==> src/rtl/fifo_write_packer.sv <==
// rtl/fifo_write_packer.sv - packs a byte stream little-endian into FIFO words with in_last flush.
// Optional FIFO_WRITE_PACKER_WORD_COUNT_EN adds the word_count output.
module fifo_write_packer #(
  parameter int DATA_WIDTH = 32,
  parameter int IN_WIDTH   = 8,
  parameter int LANES      = DATA_WIDTH / IN_WIDTH,
  parameter int LANE_BITS  = (LANES > 1) ? $clog2(LANES) : 1,
  parameter int COUNT_BITS = 16
) (
  input  logic                  write_clock,
  input  logic                  reset,
  input  logic [IN_WIDTH-1:0]   in_data,
  input  logic                  in_valid,
  input  logic                  in_last,
  output logic                  in_ready,
  input  logic                  fifo_full,
  output logic [DATA_WIDTH-1:0] data,
  output logic                  write_enable,
  output logic                  partial
`ifdef FIFO_WRITE_PACKER_WORD_COUNT_EN
  ,
  output logic [COUNT_BITS-1:0] word_count
`endif
);

  typedef enum logic {S_FILL, S_STALL} state_t;

  state_t                r_state;
  state_t                w_state_next;
  logic [DATA_WIDTH-1:0] r_acc;
  logic [DATA_WIDTH-1:0] r_data;
  logic [DATA_WIDTH-1:0] w_word;
  logic [LANE_BITS-1:0]  r_lane;
  logic                  r_pending;
  logic                  r_partial;
  logic                  r_acc_partial;
  logic                  w_last_lane;
  logic                  w_out_free;
  logic                  w_xfer;
  logic                  w_complete;

  assign w_last_lane  = (r_lane == LANE_BITS'(LANES - 1));
  assign write_enable = r_pending && !fifo_full;
  assign w_out_free   = !r_pending || write_enable;
  assign w_xfer       = in_valid && in_ready;
  assign w_complete   = w_xfer && (w_last_lane || in_last);
  assign data         = r_data;
  assign partial      = r_partial;

  // Lane 0 starts from zero so lanes above the current one are always zero-filled.
  always_comb begin
    w_word = (r_lane == '0) ? '0 : r_acc;
    w_word[r_lane*IN_WIDTH +: IN_WIDTH] = in_data;
  end

  always_comb begin
    w_state_next = r_state;
    in_ready     = 1'b0;
    case (r_state)
      S_FILL: begin
        in_ready = 1'b1;
        if (w_complete && !w_out_free) w_state_next = S_STALL;
      end
      S_STALL: begin
        if (w_out_free) w_state_next = S_FILL;
      end
      default: w_state_next = S_FILL;
    endcase
  end

  always_ff @(posedge write_clock or posedge reset) begin
    if (reset) begin
      r_state       <= S_FILL;
      r_acc         <= '0;
      r_data        <= '0;
      r_lane        <= '0;
      r_pending     <= 1'b0;
      r_partial     <= 1'b0;
      r_acc_partial <= 1'b0;
    end else begin
      r_state <= w_state_next;
      if (write_enable) r_pending <= 1'b0;
      if (r_state == S_STALL) begin
        if (w_out_free) begin
          r_data    <= r_acc;
          r_partial <= r_acc_partial;
          r_pending <= 1'b1;
          r_lane    <= '0;
        end
      end else if (w_complete) begin
        r_lane <= '0;
        if (w_out_free) begin
          r_data    <= w_word;
          r_partial <= !w_last_lane;
          r_pending <= 1'b1;
        end else begin
          r_acc         <= w_word;
          r_acc_partial <= !w_last_lane;
        end
      end else if (w_xfer) begin
        r_acc  <= w_word;
        r_lane <= r_lane + 1'b1;
      end
    end
  end

`ifdef FIFO_WRITE_PACKER_WORD_COUNT_EN
  logic [COUNT_BITS-1:0] r_word_count;

  always_ff @(posedge write_clock or posedge reset) begin
    if (reset) r_word_count <= '0;
    else if (write_enable) r_word_count <= r_word_count + 1'b1;
  end

  assign word_count = r_word_count;
`endif

endmodule

==> config.mk <==
export PLATFORM = sky130hd
export DESIGN_NAME = fifo_write_packer
export DESIGN_NICKNAME = d
export VERILOG_FILES = /design/src/rtl/fifo_write_packer.sv
export SDC_FILE = /design/constraint.sdc
export NUM_CORES = 1
export LEC_CHECK = 0
export BUFFER_PORTS_ARGS = -buffer_cell sky130_fd_sc_hd__buf_4
export CAP_MARGIN = 15
export CELL_PAD_IN_SITES_DETAIL_PLACEMENT = 1
export CELL_PAD_IN_SITES_GLOBAL_PLACEMENT = 2
export CORE_UTILIZATION = 30
export CTS_BUF_LIST = sky130_fd_sc_hd__clkbuf_8
export CTS_CLUSTER_SIZE = 16
export DETAILED_ROUTE_END_ITERATION = 8
export GPL_TIMING_DRIVEN = 0
export PLACE_DENSITY_LB_ADDON = 0.1
export REMOVE_ABC_BUFFERS = 1
export SKIP_CTS_REPAIR_TIMING = 1
export SLEW_MARGIN = 20
export SYNTH_ARGS = -nofsm -noshare
export SYNTH_HDL_FRONTEND = slang
export SYNTH_SLANG_ARGS = --single-unit
==> constraint.sdc <==
create_clock -name write_clock -period 3.75 [get_ports write_clock]
set_input_delay 0.9375 -clock write_clock [delete_from_list [all_inputs] [get_ports write_clock]]
set_output_delay 0.9375 -clock write_clock [all_outputs]
set_load 0.1 [all_outputs]
==> reports/metrics.csv <==
metric,value,unit
gp_congestion,0.719,
ioPinCount,48,
fin_crit_sh,0.651,
clock-root-buffer,clkbuf_8,
clock_latency,340,ps
cp.arrival,1500,ps
die_area,11100,um^2
crit_chain,inv_1 -> buf_4,
drtAntennaViolNets,0,
drtIter0Drc,132,
postLayoutCoreUtil,0.375,
cts_buffer_depth,2,
holdWs,500,ps
peakVddDrop,0.189,mV
pre_cts_slack,1020,ps
max_slew_margin,0.442,
switching_share,0.370,
ys.flop_type,dfrtp_1,
synth-edff-count,0,
cts_buffers,9,
port_buffers,47,
instances_no_fill,418,
max-cap-violations,0,
setup_ws,1310,ps
rsz0062_at_grt,false,
grt_max_degree,53,
grt_usage,0.166,
synth_area,3210,um^2
via_per_inst,5.26,
clock-sinks,70,
dieHeight,105,um
routed-via-count,2198,
routed_wl,8510,um
place_inst,404,
start_util,0.310,
worstMarginPinSlew,836,ps
critPathMaxFanout,17,
slowest_stage,dfrtp_1,
skew,8.40,ps
worstHoldStart,r_acc[7],
rr_endpoint,r_acc[19],
yosysWarnings,0,
setup_viol,0,
hold_depth,1,
ys_types,29,
diodes,0,
cts.clk_slew.worst_paths,70,ps
routedWlPerCell,20.4,um
die_w,105,um
synth-seq-area-share,0.545,
synth-seq-cells,70,
h-tree-depth,3,
rows,37,
required,2810,ps
core,10400,um^2
power.internal,0.00133,W
p_clk_frac,0.285,
syn_inst,233,
p_sw,0.000783,W
drive_gt1_frac,0.358,
drc,0,
outcome,"finished, final reports clean",
p_leak,1.88,nW
p_comb_frac,0.306,
slowest_delay,680,ps
drv_slew,0,
end_kind,output port,
firstDrtPassIters,4,
period_minus_slack,2440,ps
fmaxAchievable,0.410,GHz
synth-async-reset-ratio,1.00,
start_kind,register,
grt_pass1_wl,13800,um
min_to,r_acc[7],
seqPwrFrac,0.410,
path_class,reg2out,
dp_hpwl,5570,um
grt_antenna_before_repair,0,
hold_violations,0,
reg2reg_slack,1420,ps
syn_avg_cell_area,13.8,um^2
grt.overflow.total,0,
r2r_cells,5,
cp_top_family,flip-flops,
area_delta_synth_final,21.0,%
grt_pass1_vias,2309,
rr_startpoint,r_lane[0],
cts_tree,done,
path_buf_inv,2,
final_nets,298,
power-per-cell-area,545,nW/um^2
holdCritPathClass,reg2reg,
synth_stat cells, drive strengths merged (3+ instances only):
cell / n / area, um^2
a22o: 57 / 499
a32o: 8 / 80.1
nor2b: 10 / 62.6
ha: 6 / 75.1
o21bai: 4 / 30.0
inv: 4 / 15.0
dfrtp: 70 / 1750
mux2: 34 / 383
buf: 13 / 100
and3: 3 / 28.8
nand2: 3 / 11.3
o211ai: 4 / 30.0
sequential cells by signal, indices dropped and copies added (netlist names):
signal and flops:
data 32, partial 1, r_acc 32, r_acc_partial 1, r_lane 2, r_pending 1, r_state 1
cells by family after synthesis:
family                   Yosys count  synth area share
adder cells (fa/ha/maj)            6            0.0234
AND/OR/NAND/NOR                   25            0.0604
flip-flops                        70             0.545
buffers and inverters             18            0.0370
AO/OA/AOI/OAI                     80             0.215
multiplexers                      34             0.119
cells in the final DEF (no fill, tap or decap), types with 3 or more instances in the layout:
| cell | count |
|---|---|
| o211ai_1 | 4 |
| buf_4 | 47 |
| a22o_1 | 57 |
| mux2_2 | 34 |
| dfrtp_1 | 70 |
| nor2b_1 | 10 |
| ha_1 | 6 |
| clkbuf_8 | 11 |
| nand2_1 | 3 |
| a32o_1 | 8 |
| inv_1 | 5 |
| o21bai_1 | 4 |
worst max path at each step:
stage	from	to	slack, ps	cells after the start
6_report	r_state	in_ready	1310	2
2_1_floorplan	fifo_full	write_enable	540	1
4_1_cts	r_state	in_ready	1280	2
3_5_place_dp	in_valid	r_acc[21]	1020	4
3_3_place_gp	reset	data[9]	-30	2
5_1_grt	r_state	in_ready	1200	2
metrics by stage:
stage	instance area [um^2]	TNS (ps)	total power (W)
2_1_floorplan	3110	0	0.00135
3_3_place_gp	3630	-1470	0.00152
3_5_place_dp	3700	0	0.00154
4_1_cts	3890	0	0.00215
5_1_grt	3890	0	0.00222
6_report	3890	0	0.00212
power by group through the flow:
stage | combinational [W] | sequential (W) | clock, W
final | 0.000647 | 0.000867 | 0.000603
after floorplan | 0.000246 | 0.00111 | 0
after global routing | 0.000690 | 0.000877 | 0.000650
after global placement | 0.000639 | 0.000879 | 0
after detailed placement | 0.000654 | 0.000882 | 0
after CTS | 0.000655 | 0.000867 | 0.000626
area by class of cell:
class / instances / area (um^2)
fillers: 1131 / 6480
flip-flops and latches: 70 / 1750
multi-input cells: 145 / 1350
repair buffers: 49 / 408
well taps: 136 / 170
clock buffers: 11 / 151
clock inverters: 3 / 37.5
inverters: 4 / 17.5
per-layer routing:
layer,part of all wire,GRT usage,up-vias,routed length (um)
met5,0,0,-,0
met2,0.47,0.252,49,3990
met4,0.013,0.0506,0,107
met3,0.041,0.0328,11,346
met1,0.48,0.237,1145,4060
li1,-,-,993,-
No activity file was read; power rests on OpenSTA's default activity.
